<file path="src/rtl/mem_port_arbiter_pkg.sv">
// Shared types and default sizing for the unified-memory port arbiter.
package mem_arb_pkg;

    localparam int AW_DEF          = 32;
    localparam int DW_DEF          = 32;
    localparam int MAX_DSTREAK_DEF = 4;
    localparam int TIMEOUT_DEF     = 255;

    typedef enum logic [1:0] {
        IDLE = 2'd0,
        BUSY = 2'd1,
        RESP = 2'd2
    } arb_state_e;

    typedef enum logic {
        OWN_I = 1'b0,
        OWN_D = 1'b1
    } arb_own_e;

    // Width of a counter that must hold 0..maxv inclusive.
    function automatic int cnt_w(input int maxv);
        return (maxv < 2) ? 1 : $clog2(maxv + 1);
    endfunction

endpackage

</file>
<file path="src/rtl/mem_port_arbiter_if.sv">
// Fetch, data and memory-side signals of the arbiter bundled as one interface.
interface mem_port_arbiter_if #(
    parameter int AW = mem_arb_pkg::AW_DEF,
    parameter int DW = mem_arb_pkg::DW_DEF
);
    logic              i_req;
    logic [AW-1:0]     i_addr;
    logic [DW-1:0]     i_rdata;
    logic              i_ack;

    logic              d_req;
    logic [AW-1:0]     d_addr;
    logic [DW/8-1:0]   d_we;
    logic [DW-1:0]     d_wdata;
    logic [DW-1:0]     d_rdata;
    logic              d_ack;

    logic              m_req;
    logic [AW-1:0]     m_addr;
    logic [DW/8-1:0]   m_we;
    logic [DW-1:0]     m_wdata;
    logic              m_ready;
    logic [DW-1:0]     m_rdata;

    logic              bus_err;

    // Arbiter side.
    modport slave (
        input  i_req, i_addr, d_req, d_addr, d_we, d_wdata, m_ready, m_rdata,
        output i_rdata, i_ack, d_rdata, d_ack, m_req, m_addr, m_we, m_wdata, bus_err
    );

    // CPU + memory side.
    modport master (
        output i_req, i_addr, d_req, d_addr, d_we, d_wdata, m_ready, m_rdata,
        input  i_rdata, i_ack, d_rdata, d_ack, m_req, m_addr, m_we, m_wdata, bus_err
    );

endinterface

</file>
<file path="src/rtl/mem_port_arbiter_pick.sv">
// Combinational grant decision: data first, but fetch wins once data has
// taken MAX_DSTREAK consecutive grants while fetch was waiting.
module arb_pick
    import mem_arb_pkg::*;
#(
    parameter int MAX_DSTREAK = MAX_DSTREAK_DEF,
    parameter int SW          = cnt_w(MAX_DSTREAK)
) (
    input  logic          i_ireq,
    input  logic          i_dreq,
    input  logic [SW-1:0] i_streak,
    output logic          o_gnt,
    output arb_own_e      o_own,
    output logic [SW-1:0] o_streak_nxt
);

    localparam logic [SW-1:0] SMAX = SW'(MAX_DSTREAK);

    always_comb begin
        o_gnt        = 1'b0;
        o_own        = OWN_I;
        o_streak_nxt = i_streak;
        if (i_dreq && ((i_streak < SMAX) || !i_ireq)) begin
            o_gnt = 1'b1;
            o_own = OWN_D;
            if (!i_ireq)
                o_streak_nxt = '0;
            else if (i_streak >= SMAX)
                o_streak_nxt = SMAX;
            else
                o_streak_nxt = i_streak + SW'(1);
        end else if (i_ireq) begin
            o_gnt        = 1'b1;
            o_own        = OWN_I;
            o_streak_nxt = '0;
        end
    end

endmodule

</file>
<file path="src/rtl/mem_port_arbiter.sv">
// Serialises fetch and data requests onto one single-port memory with a
// one-cycle ack per access and a watchdog that aborts stuck transactions.
module mem_port_arbiter
    import mem_arb_pkg::*;
#(
    parameter int AW          = AW_DEF,
    parameter int DW          = DW_DEF,
    parameter int MAX_DSTREAK = MAX_DSTREAK_DEF,
    parameter int TIMEOUT     = TIMEOUT_DEF
) (
    input logic              clk,
    input logic              reset,
    mem_port_arbiter_if.slave bus
);

    localparam int BW = DW / 8;
    localparam int SW = cnt_w(MAX_DSTREAK);
    localparam int TW = cnt_w(TIMEOUT);

    localparam logic [AW-1:0] AMASK = ~AW'(BW - 1);
    localparam logic [TW-1:0] TLAST = TW'(TIMEOUT - 1);

    arb_state_e      r_state;
    arb_own_e        r_own;
    logic [SW-1:0]   r_streak;
    logic [TW-1:0]   r_timer;

    logic            r_m_req;
    logic [AW-1:0]   r_m_addr;
    logic [BW-1:0]   r_m_we;
    logic [DW-1:0]   r_m_wdata;
    logic [DW-1:0]   r_i_rdata;
    logic [DW-1:0]   r_d_rdata;
    logic            r_i_ack;
    logic            r_d_ack;
    logic            r_bus_err;

    logic            w_gnt;
    arb_own_e        w_own;
    logic [SW-1:0]   w_streak_nxt;
    logic            w_done;

    arb_pick #(
        .MAX_DSTREAK (MAX_DSTREAK),
        .SW          (SW)
    ) u_pick (
        .i_ireq       (bus.i_req),
        .i_dreq       (bus.d_req),
        .i_streak     (r_streak),
        .o_gnt        (w_gnt),
        .o_own        (w_own),
        .o_streak_nxt (w_streak_nxt)
    );

    // A BUSY cycle ends on completion or on the last tolerated wait cycle.
    assign w_done = bus.m_ready || (r_timer == TLAST);

    always_ff @(posedge clk or posedge reset) begin
        if (reset) begin
            r_state   <= IDLE;
            r_own     <= OWN_I;
            r_streak  <= '0;
            r_timer   <= '0;
            r_m_req   <= 1'b0;
            r_m_addr  <= '0;
            r_m_we    <= '0;
            r_m_wdata <= '0;
            r_i_rdata <= '0;
            r_d_rdata <= '0;
            r_i_ack   <= 1'b0;
            r_d_ack   <= 1'b0;
            r_bus_err <= 1'b0;
        end else begin
            case (r_state)
                IDLE: begin
                    if (w_gnt) begin
                        r_state  <= BUSY;
                        r_own    <= w_own;
                        r_streak <= w_streak_nxt;
                        r_m_req  <= 1'b1;
                        if (w_own == OWN_D) begin
                            r_m_addr  <= bus.d_addr & AMASK;
                            r_m_we    <= bus.d_we;
                            r_m_wdata <= bus.d_wdata;
                        end else begin
                            r_m_addr  <= bus.i_addr & AMASK;
                            r_m_we    <= '0;
                            r_m_wdata <= '0;
                        end
                    end
                end
                BUSY: begin
                    if (w_done) begin
                        r_state   <= RESP;
                        r_m_req   <= 1'b0;
                        r_timer   <= '0;
                        r_bus_err <= !bus.m_ready;
                        // An aborted access returns zero data to its owner.
                        if (r_own == OWN_D) begin
                            r_d_ack   <= 1'b1;
                            r_d_rdata <= bus.m_ready ? bus.m_rdata : '0;
                        end else begin
                            r_i_ack   <= 1'b1;
                            r_i_rdata <= bus.m_ready ? bus.m_rdata : '0;
                        end
                    end else begin
                        r_timer <= r_timer + TW'(1);
                    end
                end
                RESP: begin
                    // Requesters update their lines on this edge, so they are not sampled here.
                    r_state   <= IDLE;
                    r_i_ack   <= 1'b0;
                    r_d_ack   <= 1'b0;
                    r_bus_err <= 1'b0;
                end
                default: r_state <= IDLE;
            endcase
        end
    end

    assign bus.m_req   = r_m_req;
    assign bus.m_addr  = r_m_addr;
    assign bus.m_we    = r_m_we;
    assign bus.m_wdata = r_m_wdata;
    assign bus.i_rdata = r_i_rdata;
    assign bus.i_ack   = r_i_ack;
    assign bus.d_rdata = r_d_rdata;
    assign bus.d_ack   = r_d_ack;
    assign bus.bus_err = r_bus_err;

endmodule

</file>
<file path="src/flat_wrapper.sv">
// flat-port wrapper written by rule: the top's interface ports become plain ports
module mem_port_arbiter_flat import mem_arb_pkg::*;
#(
    parameter int AW          = AW_DEF,
    parameter int DW          = DW_DEF,
    parameter int MAX_DSTREAK = MAX_DSTREAK_DEF,
    parameter int TIMEOUT     = TIMEOUT_DEF
)
  (clk, reset, bus_i_req, bus_i_addr, bus_d_req, bus_d_addr, bus_d_we, bus_d_wdata, bus_m_ready, bus_m_rdata, bus_i_rdata, bus_i_ack, bus_d_rdata, bus_d_ack, bus_m_req, bus_m_addr, bus_m_we, bus_m_wdata, bus_bus_err);
  mem_port_arbiter_if #(.AW(AW), .DW(DW)) bus_i ();
  input logic clk;
  input logic reset;
  input wire logic [$bits(bus_i.i_req)-1:0] bus_i_req;
  input wire logic [$bits(bus_i.i_addr)-1:0] bus_i_addr;
  input wire logic [$bits(bus_i.d_req)-1:0] bus_d_req;
  input wire logic [$bits(bus_i.d_addr)-1:0] bus_d_addr;
  input wire logic [$bits(bus_i.d_we)-1:0] bus_d_we;
  input wire logic [$bits(bus_i.d_wdata)-1:0] bus_d_wdata;
  input wire logic [$bits(bus_i.m_ready)-1:0] bus_m_ready;
  input wire logic [$bits(bus_i.m_rdata)-1:0] bus_m_rdata;
  output wire logic [$bits(bus_i.i_rdata)-1:0] bus_i_rdata;
  output wire logic [$bits(bus_i.i_ack)-1:0] bus_i_ack;
  output wire logic [$bits(bus_i.d_rdata)-1:0] bus_d_rdata;
  output wire logic [$bits(bus_i.d_ack)-1:0] bus_d_ack;
  output wire logic [$bits(bus_i.m_req)-1:0] bus_m_req;
  output wire logic [$bits(bus_i.m_addr)-1:0] bus_m_addr;
  output wire logic [$bits(bus_i.m_we)-1:0] bus_m_we;
  output wire logic [$bits(bus_i.m_wdata)-1:0] bus_m_wdata;
  output wire logic [$bits(bus_i.bus_err)-1:0] bus_bus_err;
  assign bus_i.i_req = bus_i_req;
  assign bus_i.i_addr = bus_i_addr;
  assign bus_i.d_req = bus_d_req;
  assign bus_i.d_addr = bus_d_addr;
  assign bus_i.d_we = bus_d_we;
  assign bus_i.d_wdata = bus_d_wdata;
  assign bus_i.m_ready = bus_m_ready;
  assign bus_i.m_rdata = bus_m_rdata;
  assign bus_i_rdata = bus_i.i_rdata;
  assign bus_i_ack = bus_i.i_ack;
  assign bus_d_rdata = bus_i.d_rdata;
  assign bus_d_ack = bus_i.d_ack;
  assign bus_m_req = bus_i.m_req;
  assign bus_m_addr = bus_i.m_addr;
  assign bus_m_we = bus_i.m_we;
  assign bus_m_wdata = bus_i.m_wdata;
  assign bus_bus_err = bus_i.bus_err;
  mem_port_arbiter #(.AW(AW), .DW(DW), .MAX_DSTREAK(MAX_DSTREAK), .TIMEOUT(TIMEOUT)) u_core (.clk(clk), .reset(reset), .bus(bus_i));
endmodule
</file>
<file path="config.mk">
export PLATFORM = sky130hd
export DESIGN_NAME = mem_port_arbiter_flat
export DESIGN_NICKNAME = d
export VERILOG_FILES = /design/src/rtl/mem_port_arbiter_pkg.sv /design/src/rtl/mem_port_arbiter_if.sv /design/src/rtl/mem_port_arbiter_pick.sv /design/src/rtl/mem_port_arbiter.sv /design/src/flat_wrapper.sv
export SDC_FILE = /design/constraint.sdc
export NUM_CORES = 1
export LEC_CHECK = 0
export BUFFER_PORTS_ARGS = -buffer_cell sky130_fd_sc_hd__buf_2
export CORE_AREA = 2 2 125 127
export DETAILED_ROUTE_END_ITERATION = 6
export DIE_AREA = 0 0 127 129
export PLACE_DENSITY = 0.7
export SYNTH_ARGS = -nofsm -noshare
export SYNTH_HDL_FRONTEND = slang
export SYNTH_SLANG_ARGS = --single-unit
</file>
<file path="constraint.sdc">
create_clock -name clk -period 17.1 [get_ports clk]
set_clock_uncertainty 0.05 [all_clocks]
set_input_delay 5.13 -clock clk [delete_from_list [all_inputs] [get_ports clk]]
set_output_delay 5.13 -clock clk [all_outputs]
set_load 0.01 [all_outputs]
</file>
## After elaboration in Yosys (flattened, before gate mapping)

Index checks and enable logic that the tools add are counted.

| word-level totals | value |
|---|---|
| register bits after elaboration | 150 |
| input port bits | 137 |
| output and inout bits | 136 |
| word-level logic and storage cells | 69 |

| operators by class | value |
|---|---|
| add/subtract/negate cells | 2 |
| order comparisons | 2 |
| eq/ne operators | 7 |
| multiplexer cells | 26 |
| bitwise logic cells | 1 |
| reduce and logical (&&, ||, !) cells | 18 |

Operator list:

| operator | count |
|---|---|
| $mux 32 | 3 |
| $reduce_and 3->1 | 6 |
| $mux 3 | 4 |
| $mux 1 | 10 |
| $add 8x1->8 const B | 1 |
| $eq 8x8->1 const B | 1 |
| $mux 8 | 1 |
| $pmux 1 s2 | 4 |
| $reduce_and 2->1 | 3 |
| $reduce_bool 2->1 | 3 |
| $mux 2 | 2 |
| $mux 4 | 1 |
| $ne 2x1->1 const B | 2 |
| $ne 2x2->1 const B | 2 |
| $pmux 2 s2 | 1 |
| $add 3x1->3 const B | 1 |
| $ge 3x3->1 const B | 1 |
| $lt 3x3->1 const B | 1 |
| $eq 2x1->1 const B | 1 |
| $eq 2x2->1 const B | 1 |
| $logic_not 1->1 | 2 |
| $logic_not 2->1 | 1 |
| $logic_or 1x1->1 | 2 |
| $logic_and 1x1->1 | 1 |
| $not 1->1 | 1 |

## Longest topological paths before layout

Gate-level depths: netlist of run 1.

| logic depth | value |
|---|---|
| word-level depth | 6 |
| mapped depth | 7 |
| mapped depth without buffers | 5 |

## Modules after synthesis

Synthesis of run 1 repeated with hierarchy kept, for this count alone.

| second synthesis, totals | value |
|---|---|
| cells, all modules | 554 |
| area total of the unflattened synthesis | 6175.9 µm² |

Modules (own cells, without submodules):

| module | instances | cells each | area an instance (µm²) | sequential area each (µm²) |
|---|---|---|---|---|
| mem_port_arbiter | 1 | 541 | 6075.8 | 3703.6 |
| arb_pick | 1 | 13 | 100.1 | 0.0 |

## Worst setup path after synthesis of run 1

No wires, ideal clock.

| path | value |
|---|---|
| path kind | in2reg |
| from | input port bus_d_req |
| to | register u_core.r_m_addr[10], in the netlist u_core.bus.m_addr[10] |
| library setup time | 0.125 ns |
| arrival | 6.137 ns |
| required time | 16.925 ns |
| path slack | 10.789 ns |
| cell stages on the path | 4 |
| buffers on the path | 1 |
| cell sequence | a21boi_2 buf_2 mux2_2 mux2_2 |

| on the way | value |
|---|---|
| longest elaborated chain between the ends | 3 |
| elaborated cells on any way between the ends | 5 |
| those cells by class | mux (3); reduce/logical (2) |

Ends and longest elaborated chain:

| element | RTL line | RTL |
|---|---|---|
| from (decl) | flat_wrapper.sv:15 | `input wire logic [$bits(bus_i.d_req)-1:0] bus_d_req;` |
| $logic_and 1x1->1 * | mem_port_arbiter_pick.sv:23 | `if (i_dreq && ((i_streak < SMAX) \|\| !i_ireq)) begin` |
| $mux 1 | mem_port_arbiter_pick.sv:23 |  |
| $mux 32 or $reduce_and 2->1 (tied branches) | -- |  |
| to (signal assigned) | mem_port_arbiter.sv:82 | `r_m_addr <= bus.d_addr & AMASK;` |
| to (signal assigned) | mem_port_arbiter.sv:86 | `r_m_addr <= bus.i_addr & AMASK;` |
| to (decl) | mem_port_arbiter.sv:29 | `logic [AW-1:0] r_m_addr;` |

Every way passes the cells marked *; elsewhere a longest branch is shown, timed or not.
A chain may end at the register's enable or synchronous reset.

==> flow_metrics.tcl, run 1 <==
set metrics [dict create \
    power_w 0.001638 \
    grt_max_degree 79 \
    synth_top_cell_by_area "dfrtp_1" \
    drc 0 \
    min_path_type "register to register" \
    grt_overflow 0 \
    avgViaCountPerCell 5.474 \
    swShare_pct 37.24 \
    start_util_pct 44.15 \
    setup_tns_ns 0 \
    drive_gt1_share_pct 46.27 \
    reg2reg_from "u_core.r_timer[0]" \
    reg2reg_to "u_core.bus.d_ack" \
    cts.repair.resized 0 \
    nets 945 \
    h-tree-depth 4 \
    ys_seq_elements 148 \
    critPathLaunchType "input port" \
    p_switching_w 0.0006100 \
    required_ns 17.44 \
    post_cts_buffers 0 \
    die_h_um 129 \
    drv_cap 0 \
    min_path_cells 1 \
    core_area_um2 14980 \
    startpoint "reset" \
    fill_cells 1286 \
    synth_seq_area_share_pct 56.01 \
    p_per_area_nw_per_um2 190.2 \
    synth.most_common_cell "dfrtp_1" \
    cp_max_fo 78 \
    hp-start "u_core.bus.m_wdata[24]" \
    critPathKind "input port to async pin" \
    worstSkewPairLatency_ns 0.42 \
    wl_per_cell_um 18.08 \
    clk_path_buf_depth 2 \
    die-area_um2 16380 \
    power_frac_comb_pct 38.4 \
    synth_area_leaders "dfrtp_1 56%, mux2_2 10%, a32oi_1 7.8%" \
    maxSlewViolCount 0 \
    status "complete, no violations" \
    synth_edf_count 0 \
    netlist_instances 559 \
    grt_usage_pct 21.99 \
    seq_power_share_pct 38.1 \
    fin_crit_sh_pct 36.65 \
    place.gp.congestion 0.8063 \
    dp.final_hpwl_um 12760 \
    crit_arrival_ns 6.61 \
    p_int_w 0.001028 \
    finalWirelength_um 18190 \
    synth_ff_type "dfrtp_1" \
    port_buffers 266 \
    antenna_found_initial 1 \
    ys_async_sr_fraction_pct 100.0 \
    yosys_warnings 0 \
    clkSlewWorstSetupHoldPaths_ns 0.06 \
    ys_top_cells_by_count "148 x dfrtp_1, 71 x inv_1, 64 x o21ai_0, 61 x mux2_2, 59 x a32oi_1" \
    reg2reg_slack_ns 14.94 \
    cts_tree "done" \
    area_growth_syn_to_layout_pct 30.22 \
    yosysTopAreaCellShare_pct 56.01 \
    whs_ns 0.4518 \
    slew_headroom_pct 28.55 \
    synthDistinctLibCells 49 \
    timing_hold_violations_final 0 \
    die_x_um 127 \
    syn_avg_cell_area_um2 11.83 \
    setup-violations-final 0 \
    drt_iter0_drc 336 \
    vias 5507 \
    worst_slack_ns 10.83 \
    grt_pass1_wl_um 28320 \
    reg2reg_depth 6 \
    hold_buffers 0 \
    cts_root_buf "clkbuf_16" \
    synth_area_um2 6613 \
    cts.sinks 148 \
    min_to "u_core.bus.m_wdata[24]" \
    place_ws_ns 10.28 \
    p_leak_nw 4.330 \
    rsz0062_at_grt "no" \
    vdd_drop_max_uv 107.4 \
    grt_pass1_vias 5540 \
    min_period_ns 6.267 \
    tightest_slew_ns 1.072 \
    ant_nets 0 \
    fmax_mhz 159.6 \
    io_pins 273 \
    firstDrtPassIters 5 \
    rows 45 \
    critPathCaptureType "async pin" \
    pwr-share-clk_pct 23.5 \
    cts_buffers 17 \
]
==> sequential cells by signal, summed over array words and instances (netlist names) <==
name                flops
u_core.bus.bus_err      1
u_core.bus.d_ack        1
u_core.bus.d_rdata     32
u_core.bus.i_ack        1
u_core.bus.i_rdata     32
u_core.bus.m_addr      30
u_core.bus.m_req        1
u_core.bus.m_wdata     32
u_core.bus.m_we         4
u_core.r_own            1
u_core.r_state          2
u_core.r_streak         3
u_core.r_timer          8
==> logic make-up (layout without fill, tap and decap cells) <==
logic type / Yosys count / after routing / synth area share, %
AOI/OAI and AO/OA: 190 / 190 / 21.08
adders and majority gates: 4 / 4 / 0.7569
buffers and inverters: 121 / 378 / 8.344
DFF: 148 / 148 / 56.01
muxes: 62 / 62 / 10.54
other: 1 / 3 / 0.05671
and+or+nand+nor: 33 / 33 / 3.217
==> cell usage in the layout (no fill, tap or decap), types with 3 or more instances in the layout <==
cell type,n
bufinv_16,3
buf_2,266
clkbuf_8,3
clkbuf_16,17
ha_1,4
nand3_1,5
dfrtp_1,148
clkinvlp_4,4
nand2_1,8
buf_4,8
inv_6,3
o21ai_0,64
a32oi_1,59
inv_1,70
a22o_1,36
and2_1,3
a22oi_1,6
mux2_2,61
o21ai_1,3
a32o_1,4
==> per-layer routing <==
layer	part of all wire (%)	GRT usage (%)
met5	0	0
met4	1.3	7.304
met3	8.9	7.526
met2	50	36.65
met1	40	27.05
==> power groups by stage <==
| stage | registers [W] | clock network (W) | logic (W) |
|---|---|---|---|
| floorplan | 0.000668 | 0 | 0.000342 |
| global placement | 0.000615 | 0 | 0.000613 |
| detailed placement | 0.000627 | 0 | 0.000634 |
| CTS | 0.000623 | 0.000392 | 0.000634 |
| global route | 0.000646 | 0.000411 | 0.000688 |
| finish | 0.000624 | 0.000385 | 0.000629 |
==> critical path: stages <==
cell and delay (ns):
buf_2 0.12, inv_6 0.42, buf_4 0.85
==> how the worst max path moves through the flow <==
stage | to | slack, ns | cells past startpoint
6_report | u_core.bus.d_rdata[7] | 10.83 | 3
5_1_grt | u_core.bus.d_rdata[29] | 10.53 | 3
4_1_cts | u_core.bus.d_rdata[21] | 10.73 | 3
3_5_place_dp | u_core.bus.d_rdata[11] | 10.28 | 3
3_3_place_gp | u_core.bus.d_rdata[11] | 10.34 | 3
2_1_floorplan | u_core.bus.bus_err | 7.94 | 1
==> cell type report <==
class,count,area (µm²),area share [%]
flip-flops and latches,148,3704,43.01
clock inverters,11,147.6,1.715
well taps,188,235.2,2.732
repair buffers,274,1391,16.16
inverters,72,275.3,3.197
clock buffers,21,470.5,5.464
multi-input cells,291,2385,27.70
diodes,1,2.502,0.02906
==> through the flow <==
stage	util [%]	area [µm²]	cells
after floorplan	-	6616	560
after global placement	53.35	7990	973
after detailed placement	53.35	7990	973
after CTS	57.48	8608	1005
after global routing	57.48	8608	1005
final	57.49	8611	1006
(Power assumes the default switching activity.)
==> run 2, diff against run 1 <==
==> constraint.sdc (replaced) <==
create_clock -name clk -period 6.2 [get_ports clk]
set_clock_uncertainty 0.05 [all_clocks]
set_input_delay 1.86 -clock clk [delete_from_list [all_inputs] [get_ports clk]]
set_output_delay 1.86 -clock clk [all_outputs]
set_load 0.01 [all_outputs]
==> flow_metrics.tcl, run 2 (synthesis gave the netlist of run 1 again) <==
set metrics [dict create \
    cts_root_buf "clkbuf_16" \
    cp_slowest_stage_delay_ns 0.91 \
    grt_pass1_vias 5531 \
    core_area_um2 14980 \
    p_per_area_nw_per_um2 524.6 \
    vdd_drop_max_uv 259.0 \
    critPathLaunchType "input port" \
    hold_buffers 0 \
    finalWirelength_um 18080 \
    area_growth_syn_to_layout_pct 30.24 \
    antenna_found_initial 0 \
    fin_crit_sh_pct 48.21 \
    die_x_um 127 \
    crit_arrival_ns 3.27 \
    slew_headroom_pct 29.06 \
    nets 945 \
    post_cts_buffers 0 \
    maxSlewViolCount 0 \
    dp.final_hpwl_um 12540 \
    grt_pass1_wl_um 28430 \
    start_util_pct 44.15 \
    grt_max_degree 101 \
    critPathKind "input port to register" \
    clk_path_buf_depth 2 \
    grt_usage_pct 22.16 \
    p_leak_nw 4.336 \
    port_buffers 266 \
    crit_buf_inv 1 \
    timing_hold_violations_final 0 \
    instances_no_fill 1006 \
    place.gp.congestion 0.7956 \
    cp_cell_sequence "buf_2, and3b_2, a32oi_1, o21ai_0" \
    critPathCaptureType "register" \
    avgViaCountPerCell 5.437 \
    layout_common_cells "266 x buf_2, 148 x dfrtp_1, 70 x inv_1" \
    drv_cap 0 \
    tightest_slew_ns 1.064 \
    cts.repair.resized 0 \
    io_pins 273 \
    cts_tree "done" \
    setup_tns_ns 0 \
    grt_overflow 0 \
    drive_gt1_share_pct 46.14 \
    vias 5470 \
    die-area_um2 16380 \
    critPathSlowestCell "and3b_2" \
    setup-violations-final 0 \
    cts_buffers 17 \
    drt_iter0_drc 380 \
    clkSlewWorstSetupHoldPaths_ns 0.06 \
    required_ns 6.48 \
    layout_commonest_cell "buf_2" \
    die_h_um 129 \
    fmax_mhz 334.6 \
    rows 45 \
    ant_nets 0 \
    cpLargestDelayFamily "simple AND/OR/NAND/NOR gates" \
    min_period_ns 2.989 \
    firstDrtPassIters 5 \
    status "complete, no violations" \
    h-tree-depth 4 \
    dp_cells 973 \
    worstSkewPairLatency_ns 0.42 \
    cp_max_fo 59 \
    cts.sinks 148 \
    drc 0 \
    rsz0062_at_grt "no" \
    utilization_pct 57.50 \
    min_path_type "register to register" \
    wl_per_cell_um 17.98 \
]
[run 2: cell count changes in the layout (fill, tap and decap cells not counted)]
cell,previous run,this run
clkinv_2,2,1
clkinvlp_4,4,2
inv_6,3,4
clkbuf_1,1,2
clkinv_4,0,1
[run 2: path summary, 6_finish.rpt]
| kind | start | endpoint | slack (ns) | depth (start not counted) |
|---|---|---|---|---|
| worst max register to register | u_core.r_timer[0] | u_core.bus.d_rdata[21] | 4.08 | 6 |
| min in group asynchronous | reset | u_core.bus.m_addr[13] | 1.53 | 2 |
| worst min register to register | u_core.bus.d_ack | u_core.bus.d_ack | 0.44 | 1 |
| worst min-delay path | u_core.bus.d_ack | u_core.bus.d_ack | 0.44 | 1 |
| max in group asynchronous | reset | u_core.bus.i_rdata[31] | 3.39 | 3 |
| worst max-delay path | bus_m_ready | u_core.bus.d_rdata[9] | 3.21 | 4 |
[run 2: metrics by stage]
| step | power (W) | cell area [µm²] | setup WS (ns) | hold slack [ns] |
|---|---|---|---|---|
| CTS | 0.004553 | 8610 | 3.240 | 0.4447 |
| floorplan | 0.002787 | 6616 | 0.3103 | 0.4229 |
| detailed placement | 0.003464 | 7990 | 2.788 | 0.4319 |
| global placement | 0.003388 | 7990 | 2.851 | 0.4209 |
| finish | 0.004518 | 8612 | 3.211 | 0.4393 |
| global route | 0.004819 | 8610 | 3.078 | 0.4591 |
[run 2: final cells by class]
cell class / count / area, µm²
diodes: 1 / 2.502
well taps: 188 / 235.2
inverters: 72 / 275.3
clock inverters: 10 / 145.1
repair buffers: 274 / 1391
flip-flops and latches: 148 / 3704
multi-input cells: 291 / 2385
clock buffers: 22 / 474.2
fillers: 1262 / 6365
[run 2: power by group]
| part | switching [W] | total [W] | leakage (nW) | internal [W] |
|---|---|---|---|---|
| Sequential | 0.000302 | 0.00170 | 1.68 | 0.00140 |
| Combinational | 0.000979 | 0.00175 | 2.36 | 0.000771 |
| Clock | 0.000399 | 0.00107 | 0.298 | 0.000669 |
| Total | 0.00168 | 0.00452 | 4.34 | 0.00284 |
[run 2: per-layer routing]
| layer | share of wire (%) | vias to the layer above | GRT usage [%] |
|---|---|---|---|
| li1 | - | 2538 | - |
| met1 | 41 | 2644 | 27.74 |
| met2 | 49 | 271 | 36.81 |
| met3 | 9.0 | 17 | 7.734 |
| met4 | 1.2 | 0 | 6.206 |
| met5 | 0 | - | 0 |
